`config.mk`:
```
export PLATFORM = sky130hd
export DESIGN_NAME = clk_div_bank_flat
export DESIGN_NICKNAME = d
export VERILOG_FILES = /design/src/rtl/clk_div_pkg.sv /design/src/rtl/clk_div_bank_if.sv /design/src/rtl/clk_div_ch.sv /design/src/rtl/clk_div_bank.sv /design/src/flat_wrapper.sv
export SDC_FILE = /design/constraint.sdc
export NUM_CORES = 1
export LEC_CHECK = 0
export ABC_AREA = 0
export CAP_MARGIN = 20
export CORE_MARGIN = 2
export CORE_UTILIZATION = 42
export CTS_BUF_LIST = sky130_fd_sc_hd__clkbuf_16
export CTS_CLUSTER_SIZE = 40
export DETAILED_ROUTE_END_ITERATION = 8
export PLACE_DENSITY = 0.66
export RECOVER_POWER = 100
export SYNTH_ARGS = -nofsm -noshare
export SYNTH_HDL_FRONTEND = slang
export SYNTH_HIERARCHICAL = 1
export SYNTH_SLANG_ARGS = --single-unit
export TNS_END_PERCENT = 10
```
`constraint.sdc`:
```
create_clock -name i_clk -period 2 [get_ports i_clk]
set_clock_uncertainty 0.05 [all_clocks]
set_input_delay 0.2 -clock i_clk [delete_from_list [all_inputs] [get_ports i_clk]]
set_output_delay 0.2 -clock i_clk [all_outputs]
set_load 0.05 [all_outputs]
```
`src/rtl/clk_div_pkg.sv`:
```
// Shared types and constants for the clock-divider bank.
package clk_div_pkg;

    localparam logic MODE_TOGGLE = 1'b0;
    localparam logic MODE_PULSE  = 1'b1;

    // Config structs carry the divisor at a fixed maximum width so the type is
    // independent of CNT_W; channels with narrower counters zero-extend.
    localparam int unsigned MAX_CNT_W = 32;

    typedef struct packed {
        logic [MAX_CNT_W-1:0] div;
        logic                 mode;
    } ch_cfg_t;

    // Channel-select width; a single channel still gets a 1-bit select.
    function automatic int unsigned ch_idx_w(input int unsigned num_ch);
        return (num_ch > 1) ? $clog2(num_ch) : 1;
    endfunction

endpackage

```
`src/rtl/clk_div_bank_if.sv`:
```
// Valid/ready configuration port of the divider bank.
interface clk_div_bank_if #(
    parameter int unsigned NUM_CH = 4,
    parameter int unsigned CNT_W  = 8
);
    import clk_div_pkg::*;

    localparam int unsigned CH_W = ch_idx_w(NUM_CH);

    logic            valid;
    logic            ready;
    logic [CH_W-1:0] ch;
    logic [CNT_W-1:0] div;
    logic            mode;

    modport master (output valid, ch, div, mode, input ready);
    modport slave  (input valid, ch, div, mode, output ready);

endinterface

```
`src/rtl/clk_div_ch.sv`:
```
// One divider channel: counter, active and shadow config, pending flag and
// registered div_out/tick outputs. DEFAULT_DIV must fit in CNT_W bits and
// CNT_W must not exceed MAX_CNT_W.
module clk_div_ch
    import clk_div_pkg::*;
#(
    parameter int unsigned CNT_W        = 8,
    parameter int unsigned DEFAULT_DIV  = 1,
    parameter bit          DEFAULT_MODE = 1'b0
) (
    input  logic    i_clk,
    input  logic    i_rst_n,
    input  logic    i_en,
    input  logic    i_sync,
    input  logic    i_wr,
    input  ch_cfg_t i_cfg,
    output logic    o_pend,
    output logic    o_div_out,
    output logic    o_tick
);

    localparam ch_cfg_t RST_CFG = '{div: MAX_CNT_W'(DEFAULT_DIV), mode: DEFAULT_MODE};

    logic [CNT_W-1:0] r_cnt;
    ch_cfg_t          r_act;
    ch_cfg_t          r_sh;
    logic             r_pend;
    logic             r_out;
    logic             r_tick;

    logic [CNT_W-1:0] w_cnt_d;
    ch_cfg_t          w_act_d;
    ch_cfg_t          w_sh_d;
    logic             w_pend_d;
    logic             w_out_d;
    logic             w_tick_d;
    logic             w_wrap;
    logic             w_apply;
    logic             w_mode_chg;

    // Next-state: sync/disable restart the channel, wrap closes a period, and
    // a pending shadow config is only ever promoted on one of those edges.
    always_comb begin
        w_cnt_d    = r_cnt;
        w_act_d    = r_act;
        w_sh_d     = r_sh;
        w_pend_d   = r_pend;
        w_out_d    = r_out;
        w_tick_d   = 1'b0;
        w_wrap     = (MAX_CNT_W'(r_cnt) == r_act.div);
        w_apply    = r_pend & (i_sync | ~i_en | w_wrap);
        w_mode_chg = w_apply & (r_sh.mode != r_act.mode);

        if (i_sync || !i_en) begin
            // Sync beats a same-cycle wrap: no tick is produced.
            w_cnt_d = '0;
            w_out_d = 1'b0;
        end else if (w_wrap) begin
            w_cnt_d  = '0;
            w_tick_d = 1'b1;
            if (w_mode_chg) begin
                w_out_d = 1'b0;
            end else if (r_act.mode == MODE_PULSE) begin
                w_out_d = 1'b1;
            end else begin
                w_out_d = ~r_out;
            end
        end else begin
            w_cnt_d = r_cnt + CNT_W'(1);
            if (r_act.mode == MODE_PULSE) begin
                w_out_d = 1'b0;
            end
        end

        if (w_apply) begin
            w_act_d  = r_sh;
            w_pend_d = 1'b0;
        end

        // Ready is low while pending, so accept and apply never collide.
        if (i_wr) begin
            w_sh_d   = i_cfg;
            w_pend_d = 1'b1;
        end
    end

    // Channel state registers.
    always_ff @(posedge i_clk or negedge i_rst_n) begin
        if (!i_rst_n) begin
            r_cnt  <= '0;
            r_act  <= RST_CFG;
            r_sh   <= RST_CFG;
            r_pend <= 1'b0;
            r_out  <= 1'b0;
            r_tick <= 1'b0;
        end else begin
            r_cnt  <= w_cnt_d;
            r_act  <= w_act_d;
            r_sh   <= w_sh_d;
            r_pend <= w_pend_d;
            r_out  <= w_out_d;
            r_tick <= w_tick_d;
        end
    end

    assign o_pend    = r_pend;
    assign o_div_out = r_out;
    assign o_tick    = r_tick;

endmodule

```
`src/rtl/clk_div_bank.sv`:
```
// Multi-channel programmable clock-enable/divider bank. Outputs are
// registered strobes meant to be used as enables, never as clocks.
module clk_div_bank
    import clk_div_pkg::*;
#(
    parameter int unsigned NUM_CH       = 4,
    parameter int unsigned CNT_W        = 8,
    parameter int unsigned DEFAULT_DIV  = 1,
    parameter bit          DEFAULT_MODE = 1'b0
) (
    input  logic              i_clk,
    input  logic              i_rst_n,
    input  logic [NUM_CH-1:0] i_en,
    input  logic              i_sync,
    clk_div_bank_if.slave     cfg,
    output logic [NUM_CH-1:0] o_div_out,
    output logic [NUM_CH-1:0] o_tick
);

    localparam int unsigned CH_W = ch_idx_w(NUM_CH);

    logic [NUM_CH-1:0] w_pend;
    logic [NUM_CH-1:0] w_wr;
    logic              w_ready;
    ch_cfg_t           w_cfg;

    // Ready mux: an out-of-range channel matches nothing and reads as ready,
    // so such writes complete and are dropped.
    always_comb begin
        w_ready = 1'b1;
        for (int i = 0; i < NUM_CH; i++) begin
            if (cfg.ch == CH_W'(i)) begin
                w_ready = ~w_pend[i];
            end
        end
    end

    // Write decode: one-hot strobe to the addressed channel on accept.
    always_comb begin
        w_wr = '0;
        for (int i = 0; i < NUM_CH; i++) begin
            w_wr[i] = cfg.valid & w_ready & (cfg.ch == CH_W'(i));
        end
    end

    assign cfg.ready = w_ready;
    assign w_cfg     = '{div: MAX_CNT_W'(cfg.div), mode: cfg.mode};

    for (genvar g = 0; g < NUM_CH; g++) begin : g_ch
        clk_div_ch #(
            .CNT_W        (CNT_W),
            .DEFAULT_DIV  (DEFAULT_DIV),
            .DEFAULT_MODE (DEFAULT_MODE)
        ) u_ch (
            .i_clk     (i_clk),
            .i_rst_n   (i_rst_n),
            .i_en      (i_en[g]),
            .i_sync    (i_sync),
            .i_wr      (w_wr[g]),
            .i_cfg     (w_cfg),
            .o_pend    (w_pend[g]),
            .o_div_out (o_div_out[g]),
            .o_tick    (o_tick[g])
        );
    end

endmodule

```
`src/flat_wrapper.sv`:
```
// flat-port wrapper written by rule: the top's interface ports become plain ports
module clk_div_bank_flat import clk_div_pkg::*;
#(
    parameter int unsigned NUM_CH       = 4,
    parameter int unsigned CNT_W        = 8,
    parameter int unsigned DEFAULT_DIV  = 1,
    parameter bit          DEFAULT_MODE = 1'b0
)
  (i_clk, i_rst_n, i_en, i_sync, o_div_out, o_tick, cfg_valid, cfg_ch, cfg_div, cfg_mode, cfg_ready);
  clk_div_bank_if #(.NUM_CH(NUM_CH), .CNT_W(CNT_W)) cfg_i ();
  input  logic i_clk;
  input  logic i_rst_n;
  input  logic [NUM_CH-1:0] i_en;
  input  logic i_sync;
  output logic [NUM_CH-1:0] o_div_out;
  output logic [NUM_CH-1:0] o_tick;
  input wire logic [$bits(cfg_i.valid)-1:0] cfg_valid;
  input wire logic [$bits(cfg_i.ch)-1:0] cfg_ch;
  input wire logic [$bits(cfg_i.div)-1:0] cfg_div;
  input wire logic [$bits(cfg_i.mode)-1:0] cfg_mode;
  output wire logic [$bits(cfg_i.ready)-1:0] cfg_ready;
  assign cfg_i.valid = cfg_valid;
  assign cfg_i.ch = cfg_ch;
  assign cfg_i.div = cfg_div;
  assign cfg_i.mode = cfg_mode;
  assign cfg_ready = cfg_i.ready;
  clk_div_bank #(.NUM_CH(NUM_CH), .CNT_W(CNT_W), .DEFAULT_DIV(DEFAULT_DIV), .DEFAULT_MODE(DEFAULT_MODE)) u_core (.i_clk(i_clk), .i_rst_n(i_rst_n), .i_en(i_en), .i_sync(i_sync), .cfg(cfg_i), .o_div_out(o_div_out), .o_tick(o_tick));
endmodule
```
Word level (Yosys, flattened, before mapping). Cells that the tools add are included.

Muxes and demuxes: 48. Equality and inequality tests: 11. Bitwise gates (word level): 33. Add/subtract/negate cells: 4. Reductions and logical operators: 17.

Operators by type and width (number): two-way mux 8 bit (8); two-way mux 1 bit (40); adder 8 x 1 -> 8 bit, second input constant (4); == test 8 bit (4); bitwise AND 1 bit (13); inverter 1 bit (12); nonzero test 3 bit (4); bitwise OR 1 bit (8); nonzero test 2 bit (4); == test 2 bit, second input constant (2); zero test 1 bit (4); logical OR 1 bit (4); != test 1 bit (4); == test 2 x 1 -> 1 bit, second input constant (1); zero test 2 bit (1).

Bits in registers: 116. Input port bits: 19.

Longest topological paths before layout. Gate-level depths: netlist (run 1).

Word-level depth: 8. Gate-level depth with buffers: 6. Depth with buffers taken out: 5.

Modules after synthesis. The synthesis (run 1) kept the hierarchy.

Modules (own cells, without submodules): clk_div_ch at u_core.g_ch[1].u_ch ... (cells an instance 205, area an instance 3208.1 sq um, times used 3); clk_div_ch at u_core.g_ch[0].u_ch (cells an instance 202, area an instance 3075.4 sq um, times used 1); clk_div_bank (cells an instance 8, area an instance 65.1 sq um, times used 1).

Least setup slack after synthesis (run 1). OpenSTA, ideal clock, no wires.

Path type: register to register. Start point: reg, netlist name u_core/g_ch[1].u_ch/r_act[18]. End point: reg u_core/g_ch[1].u_ch/r_act[0] in the netlist's numbering. Setup slack: -0.161 ns. Data arrival time: 1.986 ns. Stages on the path, launching flop included: 7. Path through: dfrtp_1 -> or4_1 -> nor4_2 -> and3_1 -> a22oi_2 -> buf_6 -> mux2_4.

RTL lines: end signal: assignment (RTL line clk_div_ch.sv:98) `r_act <= w_act_d;`; end: declaration (RTL line clk_div_ch.sv:25) `ch_cfg_t r_act;`.

==> results_dict.tcl, run 1 <==
set metrics [dict create \
    avgSynthCellArea_sq_um 15.5 \
    globalRouteMet1Util_pct 19.8 \
    synthAdderAreaFrac_pct 0.392 \
    rsz0062_at_grt "true" \
    grt_start_max_net_pins 62 \
    fp-row-count 63 \
    stdcell_area_sq_um 15200 \
    routed_wl_um 21500 \
    postSynthCellCount 825 \
    synthTopCellsByArea "dfrtp_1 (59%), mux2_2 (15%), mux2_4 (11%)" \
    path_buf_inv 1 \
    syn2layout_area_growth_pct 19.4 \
    drt_iter0_drc 234 \
    synth_mux_area_share_pct 26.4 \
    clkSinkCount 308 \
    hp-class "in2reg" \
    cts_root_buf "clkbuf_16" \
    min_to "u_core/g_ch[2].u_ch/o_tick$_DFF_PN0_" \
    power_density_nw_per_um2 1200 \
    yosysWarnings 6 \
    first_pass_iters 4 \
    worstHoldStart "i_en[2]" \
    synth_compound_area_share_pct 1.11 \
    grt_util_all_layers_pct 14.3 \
    cts_buffers 31 \
    end_kind "flip-flop" \
    use_met2_pct 23.9 \
    fin_setup_tns_ps -6780 \
    total_power_mw 18.2 \
    ys_seq_elements 308 \
    grtUsageMet3_pct 2.15 \
    slowest_delay_ps 560 \
    wire_per_inst_um 15.2 \
    clkLatencyLatePin_ps 550 \
    synth_top_cell_area_share_pct 58.8 \
    synthArstFlopShare_pct 100 \
    cap_violations 0 \
    tightest_slew_ps 1410 \
    core_area_sq_um 29800 \
    setup_violations 131 \
    synth_xor_area_share_pct 4.12 \
    synth-seq-area-share_pct 60.5 \
    violations "negative setup slack" \
    critical-path-top-delay-family "simple AND/OR/NAND/NOR gates" \
    place_area_sq_um 14300 \
    whs_path_depth 4 \
    ant_nets 0 \
    ir_worst_vdd_uv 773 \
    chipWidth_um 178 \
    ys.flop_type "dfrtp_1" \
    synth_edf_count 0 \
    ios 28 \
    overflow 0 \
    cts_tree "built" \
    r2r-start "u_core/g_ch[3].u_ch/r_act[18]$_DFFE_PN0P_" \
    p_leak_nw 7.01 \
    fillers 2574 \
    grt_pass1_wl_um 36900 \
    layout_commonest_cell "dfrtp_1" \
    status "finished, violations left" \
    relSlewSlack_pct 5.68 \
    gp_congestion 0.752 \
    hold_viol 0 \
    path_clk_slew_ps 60 \
    cp_max_fo 21 \
    final_cell_mix "dfrtp_1 (299), mux2_2 (174), conb_1 (96)" \
    r2r_end "u_core/g_ch[3].u_ch/r_act[9]$_DFFE_PN0P_" \
    crit_cells 6 \
    synth_area_leader_cell "dfrtp_1" \
    synthSimpleGateAreaFrac_pct 5.75 \
    critPathSlowestCell "or4_4" \
    drive_above_1_share_pct 38.4 \
    cts_buffer_depth 3 \
    grt-busiest-layer "met2" \
    drc_errors 0 \
    fp.dieH_um 178 \
    crit_path_start_kind "flip-flop" \
    layout_setup_ws_ps -94.2 \
    yosysUniqueCellTypes 37 \
    cts_max_level 1 \
    whs_ps 342 \
    max_freq_mhz 478 \
    worstPathArrival_ps 2470 \
    drv_slew 0 \
    grt_antenna_before_repair 0 \
    dp_hpwl_um 13800 \
    startpoint "u_core/g_ch[3].u_ch/r_act[18]$_DFFE_PN0P_" \
    final_util_pct 51.2 \
    syn_area_sq_um 12800 \
    synth_top_family_by_area "multiplexers" \
    rrSetupSlack_ps -90 \
    vias_per_cell 4.79 \
    cp.required_ps 2370 \
    first_global_vias 7221 \
    path_cells "or4_4 > nor4_4 > and3_1 > a22oi_2 > buf_12 > mux2_4" \
    io_buffers 27 \
    dieArea_sq_um 31800 \
    r2r_cells 6 \
    initial_core_util_pct 42.8 \
    crit_type "reg2reg" \
    min_period_ps 2090 \
    dr_total_vias 6788 \
    final_nets 1028 \
    antenna_cells 0 \
    post-route-period-util_pct 105 \
]
-- cell usage after synthesis (3+ instances only) --
library cell,number
a221o_1,3
a22oi_2,3
a31o_2,6
and3_1,8
buf_1,9
buf_6,12
clkbuf_1,8
dfrtp_1,300
dfstp_2,8
ha_1,4
inv_1,4
mux2_2,174
mux2_4,90
mux2i_1,4
nand2_1,9
nand2b_1,4
nand3_1,20
nand4_1,9
nor2_1,36
nor2b_1,5
nor3_1,8
nor4_1,15
nor4_2,4
or2_2,3
or4_1,9
xnor2_1,33
xor2_1,27
-- routing by layer --
layer	wire length, um	share of wire [%]	vias to the layer above
met5	0	0	-
met4	498	2.3	0
met3	585	2.7	37
met2	10500	49	58
met1	9920	46	3476
li1	-	-	3217
-- logic make-up after synthesis --
kind of cell	after synthesis
other	1
xor gates and xnor gates	60
adders and majority gates	4
buffers and inverters	34
AOI/OAI and AO/OA	15
DFF	308
muxes	269
and+or+nand+nor	134
-- tightest hold or removal path, stage by stage --
cell	delay, ps
clkdlybuf4s50_1	420
nand2b_1	110
buf_4	130
nor2_1	40
-- cell type report --
cell class                      count  area (sq um)  area share, %
Sequential cell                   308          7720           50.6
Timing Repair Buffer               82           773           5.07
Clock inverter                     23           225           1.48
Tap cell                          390           488           3.20
Inverter                            4          15.0         0.0985
Multi-Input combinational cell    578          5250           34.4
Clock buffer                       31           776           5.09
-- report_power, final --
part           switching [mW]  internal [mW]  leakage (nW)
registers                1.06           8.05          3.75
logic                    1.04           2.35          2.74
clock network            2.29           3.42         0.518
-- state kept, by name (all words and copies together), names as in the netlist --
signal and cells:
u_core/g_ch.u_ch/o_div_out 4, u_core/g_ch.u_ch/o_tick 4, u_core/g_ch.u_ch/r_act 132, u_core/g_ch.u_ch/r_sh 132, u_core/g_ch.u_ch/r_cnt 32, u_core/g_ch.u_ch/o_pend 4
-- through the flow --
step / setup slack (ps) / std cells
2_1_floorplan: -23.2 / 920
3_3_place_gp: -133 / 1358
3_5_place_dp: -140 / 1358
4_1_cts: -87.5 / 1415
5_1_grt: -245 / 1416
6_report: -94.2 / 1416
-- worst max-delay path by stage --
stage,slack [ps],end
floorplan,-20,u_core/g_ch[1].u_ch/r_act[0]$_DFFE_PN0P_
global placement,-130,u_core/g_ch[3].u_ch/r_act[6]$_DFFE_PN0P_
detailed placement,-140,u_core/g_ch[2].u_ch/r_act[4]$_DFFE_PN0P_
CTS,-90,u_core/g_ch[3].u_ch/r_act[9]$_DFFE_PN0P_
global route,-240,u_core/g_ch[0].u_ch/r_act[7]$_DFFE_PN0P_
finish,-90,u_core/g_ch[3].u_ch/r_act[9]$_DFFE_PN0P_
-- what timing repair did --
item	4_1_cts	5_1_grt
hold endpoints to repair	236	0
gates cloned	1	0
hold buffers	1	0
resized for setup	19	6
pin swaps	1	5
setup buffers	1	1
endpoints found under the setup margin	137	139
Note: power is estimated with default switching activity, not from simulation.
==> run 2, diff against run 1 <==
--- a/config.mk
+++ b/config.mk
@@ -6,16 +6,18 @@
 export NUM_CORES = 1
 export LEC_CHECK = 0
 export ABC_AREA = 0
+export ABC_CLOCK_PERIOD_IN_PS = 2000
 export CAP_MARGIN = 20
 export CORE_MARGIN = 2
 export CORE_UTILIZATION = 42
 export CTS_BUF_LIST = sky130_fd_sc_hd__clkbuf_16
 export CTS_CLUSTER_SIZE = 40
 export DETAILED_ROUTE_END_ITERATION = 8
+export MAX_ROUTING_LAYER = met4
 export PLACE_DENSITY = 0.66
 export RECOVER_POWER = 100
 export SYNTH_ARGS = -nofsm -noshare
 export SYNTH_HDL_FRONTEND = slang
 export SYNTH_HIERARCHICAL = 1
 export SYNTH_SLANG_ARGS = --single-unit
-export TNS_END_PERCENT = 10
+export TNS_END_PERCENT = 5
==> run 2 against run 1 <==
Compared with the run above:
- the run still ends with negative setup slack left
- die area unchanged
- fmax is 0.16% lower
- sequential share of layout area is essentially flat
- critical path depth unchanged
- register-to-register slack is essentially flat
- sequential power barely moved
- clock power about the same
- wire length rose by 0.12%
- final area unchanged
- total power about the same
- non-clock buffer count unchanged
- first-iteration DRC count did not move
- largest cell class unchanged
- largest power group unchanged
- highest routed layer unchanged
==> results_dict.tcl, run 2 (same netlist as run 1, synthesis figures left out) <==
set metrics [dict create \
    worstPathArrival_ps 2470 \
    sw_frac_of_total_pct 24.2 \
    clkSinkCount 308 \
    drc_errors 0 \
    whs_ps 342 \
    layout_setup_ws_ps -97.6 \
    gp_congestion 0.764 \
    min_period_ps 2100 \
    routed_wl_um 21500 \
    drt_iter0_drc 234 \
    ant_nets 0 \
    crit_type "reg2reg" \
    p_switching_mw 4.41 \
    end_kind "flip-flop" \
    cts_tree "built" \
    power_density_nw_per_um2 1200 \
    rrSetupSlack_ps -100 \
    grt_pass1_wl_um 36900 \
    dr_total_vias 6783 \
    tightest_slew_ps 1400 \
    post-route-period-util_pct 105 \
    clkPwrFrac_pct 31.4 \
    layout_commonest_cell "dfrtp_1" \
    r2r_cells 6 \
    place_area_sq_um 14300 \
    cts_max_level 1 \
    critPathSlowestCell "or4_4" \
    drive_above_1_share_pct 38.3 \
    crit_cells 6 \
    fin_setup_tns_ps -6920 \
    first_global_vias 7209 \
    fp.dieH_um 178 \
    chipWidth_um 178 \
    overflow 0 \
    initial_core_util_pct 42.8 \
    fillers 2575 \
    cts_buffer_depth 3 \
    stdcell_area_sq_um 15200 \
    grt_util_all_layers_pct 14.7 \
    first_pass_iters 4 \
    hold_viol 0 \
    grt_start_max_net_pins 62 \
    p_leak_nw 7.01 \
    cap_violations 0 \
    relSlewSlack_pct 6.78 \
    critical-path-top-delay-family "simple AND/OR/NAND/NOR gates" \
    grt_antenna_before_repair 0 \
    dp_hpwl_um 13800 \
    setup_violations 131 \
    final_cell_mix "dfrtp_1 (300), mux2_2 (174), conb_1 (96)" \
    p_comb_share_pct 18.6 \
    drv_slew 0 \
    cp.required_ps 2370 \
    p_int_mw 13.8 \
    path_buf_inv 1 \
    clkLatencyLatePin_ps 550 \
    wire_per_inst_um 15.2 \
    io_buffers 27 \
    crit_path_start_kind "flip-flop" \
    max_freq_mhz 477 \
    vias_per_cell 4.79 \
    cp_max_fo 21 \
    ios 28 \
    dieArea_sq_um 31800 \
    final_nets 1028 \
    ir_worst_vdd_uv 774 \
    hp-class "in2reg" \
    syn2layout_area_growth_pct 19.4 \
    final_util_pct 51.2 \
    path_cells "or4_4 > nor4_4 > and3_1 > a22oi_2 > buf_12 > mux2_4" \
    status "finished, violations left" \
    violations "negative setup slack" \
    rsz0062_at_grt "true" \
    whs_path_depth 4 \
    antenna_cells 0 \
    top_regs "u_core/g_ch.u_ch/r_act (132), u_core/g_ch.u_ch/r_sh (132), u_core/g_ch.u_ch/r_cnt (32)" \
    pwr-share-seq_pct 50.0 \
    cts_buffers 31 \
    path_clk_slew_ps 60 \
    cts_root_buf "clkbuf_16" \
    fp-row-count 63 \
    slowest_delay_ps 560 \
    core_area_sq_um 29800 \
]
-- run 2: final cells by class --
class / count / area, sq um / area share [%]
clock buffers: 31 / 776 / 5.09
inverters: 4 / 15.0 / 0.0985
multi-input cells: 578 / 5250 / 34.5
clock inverters: 23 / 225 / 1.48
well taps: 390 / 488 / 3.20
flip-flops and latches: 308 / 7720 / 50.6
repair buffers: 82 / 769 / 5.05
-- run 2: routing by layer --
| layer | wire length (um) | global-route usage [%] |
|---|---|---|
| met4 | 493 | 3.29 |
| met2 | 10500 | 23.9 |
| met1 | 10100 | 19.8 |
| met5 | 0 | - |
| met3 | 510 | 2.15 |
-- run 2: power groups by stage --
stage,Clock [mW],Sequential [mW],Combinational [mW]
2_1_floorplan,0,8.85,2.67
3_3_place_gp,0,9.15,3.24
3_5_place_dp,0,9.19,3.37
4_1_cts,5.89,9.12,3.46
5_1_grt,6.17,9.38,3.70
6_report,5.73,9.12,3.39
-- run 2: metrics by stage --
step	total power [mW]	std cells	worst slack (ps)
finish	18.2	1416	-97.6
global route	19.2	1416	-245
CTS	18.5	1415	-85.3
detailed placement	12.6	1358	-140
global placement	12.4	1358	-133
floorplan	11.5	920	-23.2
-- run 2: tightest hold or removal path, stage by stage --
cell and delay (ps):
clkdlybuf4s50_1 420, nand2b_1 110, buf_4 130, nor2_1 40
-- run 2: final timing paths --
path	startpoint	end
max in group asynchronous	i_rst_n	u_core/g_ch[1].u_ch/r_sh[19]$_DFFE_PN0P_
min reg2reg	u_core/g_ch[1].u_ch/r_sh[20]$_DFFE_PN0P_	u_core/g_ch[1].u_ch/r_act[20]$_DFFE_PN0P_
min	i_en[2]	u_core/g_ch[2].u_ch/o_tick$_DFF_PN0_
max	u_core/g_ch[3].u_ch/r_act[18]$_DFFE_PN0P_	u_core/g_ch[3].u_ch/r_act[9]$_DFFE_PN0P_
max reg2reg	u_core/g_ch[3].u_ch/r_act[18]$_DFFE_PN0P_	u_core/g_ch[3].u_ch/r_act[9]$_DFFE_PN0P_
min in group asynchronous	i_rst_n	u_core/g_ch[3].u_ch/r_act[32]$_DFFE_PN0P_
-- run 2: what timing repair did --
| action | CTS | global route |
|---|---|---|
| hold endpoints to repair | 236 | 0 |
| hold buffers | 1 | 0 |
| endpoints found under the setup margin | 137 | 139 |
| resized for setup | 18 | 5 |
| pin swaps | 1 | 5 |
| buffers inserted | 1 | 1 |
| cloned | 1 | 0 |
==> run 3, diff against run 2 <==
--- a/config.mk
+++ b/config.mk
@@ -6,7 +6,7 @@
 export NUM_CORES = 1
 export LEC_CHECK = 0
 export ABC_AREA = 0
-export ABC_CLOCK_PERIOD_IN_PS = 2000
+export ABC_CLOCK_PERIOD_IN_PS = 2100
 export CAP_MARGIN = 20
 export CORE_MARGIN = 2
 export CORE_UTILIZATION = 42
@@ -14,7 +14,7 @@
 export CTS_CLUSTER_SIZE = 40
 export DETAILED_ROUTE_END_ITERATION = 8
 export MAX_ROUTING_LAYER = met4
-export PLACE_DENSITY = 0.66
+export PLACE_DENSITY = 0.64
 export RECOVER_POWER = 100
 export SYNTH_ARGS = -nofsm -noshare
 export SYNTH_HDL_FRONTEND = slang
==> constraint.sdc (replaced) <==
create_clock -name i_clk -period 2.1 [get_ports i_clk]
set_clock_uncertainty 0.05 [all_clocks]
set_input_delay 0.21 -clock i_clk [delete_from_list [all_inputs] [get_ports i_clk]]
set_output_delay 0.21 -clock i_clk [all_outputs]
set_load 0.05 [all_outputs]
==> run 3 against run 2 <==
Compared with the run above:
- the flow finishes with violations (max-capacitance violations, max-slew violations, negative setup slack)
- largest cell class unchanged
- utilization up 0.15 points
- sequential share of layout area is 0.15 points lower
- largest power group unchanged
- worst hold slack improved by 98 ps
- final area rose by 0.30%
==> results_dict.tcl, run 3 (same netlist as run 1, synthesis figures left out) <==
set metrics [dict create \
    power_density_nw_per_um2 1140 \
    drive_above_1_share_pct 38.2 \
    dpl.cell_count 1348 \
    cts_buffers 34 \
    end_kind "flip-flop" \
    p_int_mw 13.1 \
    cp_max_fo 20 \
    relSlewSlack_pct -5.72 \
    layout_setup_ws_ps -0.208 \
    p_leak_nw 7.02 \
    vias_per_cell 4.81 \
    clkSinkCount 308 \
    cts_buffer_depth 3 \
    top_regs "u_core/g_ch.u_ch/r_act (132), u_core/g_ch.u_ch/r_sh (132), u_core/g_ch.u_ch/r_cnt (32)" \
    sw_frac_of_total_pct 24.6 \
    ir_worst_vdd_uv 628 \
    syn2layout_area_growth_pct 19.8 \
    antenna_cells 0 \
    grt_antenna_before_repair 0 \
    fin_cells 1407 \
    stdcell_area_sq_um 15300 \
    clkPwrFrac_pct 31.5 \
    grt_util_all_layers_pct 15.3 \
    first_global_vias 7267 \
    p_switching_mw 4.29 \
    violations "max-capacitance violations, max-slew violations, negative setup slack" \
    p_comb_share_pct 18.5 \
    fp-row-count 63 \
    cts_max_level 2 \
    routed_wl_um 22300 \
    worstPathArrival_ps 2420 \
    grt_start_max_net_pins 65 \
    rsz0062_at_grt "true" \
    final_nets 1020 \
    hp-class "reg2reg" \
    place_area_sq_um 14200 \
    status "finished, violations left" \
    ios 28 \
    dr_total_vias 6774 \
    cts_root_buf "clkbuf_16" \
    post-route-period-util_pct 100 \
    fin_setup_tns_ps -0.208 \
    grt_pass1_wl_um 37700 \
    cap_violations 1 \
    pre_cts_ws_ps -186 \
    hold_viol 0 \
    io_buffers 27 \
    layout_commonest_cell "dfrtp_1" \
    cts_tree "built" \
    gp_congestion 0.735 \
    whs_ps 440 \
    clkLatencyLatePin_ps 500 \
    min_period_ps 2100 \
    overflow 0 \
    max_freq_mhz 476 \
    dieArea_sq_um 31800 \
    core_area_sq_um 29800 \
    setup_violations 1 \
    drc_errors 0 \
    chipWidth_um 178 \
    crit_path_start_kind "flip-flop" \
    pwr-share-seq_pct 50.0 \
    initial_core_util_pct 42.8 \
    first_pass_iters 4 \
    drt_iter0_drc 271 \
    wire_per_inst_um 15.9 \
    fp.dieH_um 178 \
    dp_hpwl_um 14000 \
    drv_slew 62 \
    path_clk_slew_ps 60 \
    cp.required_ps 2420 \
    ant_nets 0 \
    final_cell_mix "dfrtp_1 (300), mux2_2 (174), conb_1 (96)" \
    crit_type "reg2reg" \
    tightest_slew_ps 1590 \
]
## run 3: through the flow
| step | utilization [%] | total power, mW |
|---|---|---|
| after CTS | 51.3 | 17.6 |
| after global routing | 51.3 | 18.4 |
| after floorplan | - | 11.0 |
| after detailed placement | 47.6 | 11.9 |
| final | 51.3 | 17.4 |
| after global placement | 47.6 | 11.8 |
## run 3: layer usage
layer | part of all wire [%] | routed length [um] | global-route usage (%) | vias up
met3 | 3.1 | 699 | 2.58 | 38
met5 | 0 | 0 | - | -
met1 | 47 | 10400 | 20.1 | 3496
li1 | - | - | - | 3179
met2 | 48 | 10700 | 24.5 | 61
met4 | 2.2 | 497 | 4.54 | 0
## run 3: path summary, 6_finish.rpt
kind                                                           startpoint                                        end  slack (ps)  depth (start not counted)
worst max-delay path            u_core/g_ch[2].u_ch/r_act[17]$_DFFE_PN0P_  u_core/g_ch[2].u_ch/r_act[32]$_DFFE_PN0P_        -0.2                          6
worst min-delay path              u_core/g_ch[0].u_ch/r_sh[7]$_DFFE_PN0P_   u_core/g_ch[0].u_ch/r_act[7]$_DFFE_PN0P_         440                          1
worst max register to register  u_core/g_ch[2].u_ch/r_act[17]$_DFFE_PN0P_  u_core/g_ch[2].u_ch/r_act[32]$_DFFE_PN0P_        -0.2                          6
worst min register to register    u_core/g_ch[0].u_ch/r_sh[7]$_DFFE_PN0P_   u_core/g_ch[0].u_ch/r_act[7]$_DFFE_PN0P_         440                          1
max in group asynchronous                                         i_rst_n   u_core/g_ch[0].u_ch/r_act[1]$_DFFE_PN1P_         270                          3
min in group asynchronous                                         i_rst_n  u_core/g_ch[3].u_ch/r_act[18]$_DFFE_PN0P_         620                          2
## run 3: power by group through the flow
| stage | sequential (mW) | clock, mW | combinational, mW |
|---|---|---|---|
| 2_1_floorplan | 8.43 | 0 | 2.54 |
| 3_3_place_gp | 8.72 | 0 | 3.04 |
| 3_5_place_dp | 8.77 | 0 | 3.16 |
| 4_1_cts | 8.71 | 5.66 | 3.25 |
| 5_1_grt | 8.96 | 5.92 | 3.52 |
| 6_report | 8.72 | 5.50 | 3.22 |
## run 3: area by class of cell
class | count | area, sq um
inverter | 4 | 15.0
clock buffer | 37 | 926
clock inverter | 19 | 103
multi-input combinational | 578 | 5310
sequential | 308 | 7720
fill | 2599 | 14500
timing repair buffer | 71 | 729
tap | 390 | 488
## run 3: repair_timing
item / CTS / global route
hold buffers: 1 / 0
resized for setup: 12 / 9
endpoints found under the hold margin: 55 / 0
gates cloned: 0 / 2
buffers inserted: 0 / 0
pin swaps: 2 / 8
endpoints found under the setup margin: 128 / 134
## run 3: critical path, stage by stage (launching register included)
cell	delay [ps]
dfrtp_1	390
or4_4	540
nor4_4	190
and3_1	200
a22oi_2	100
buf_12	200
mux2_4	310
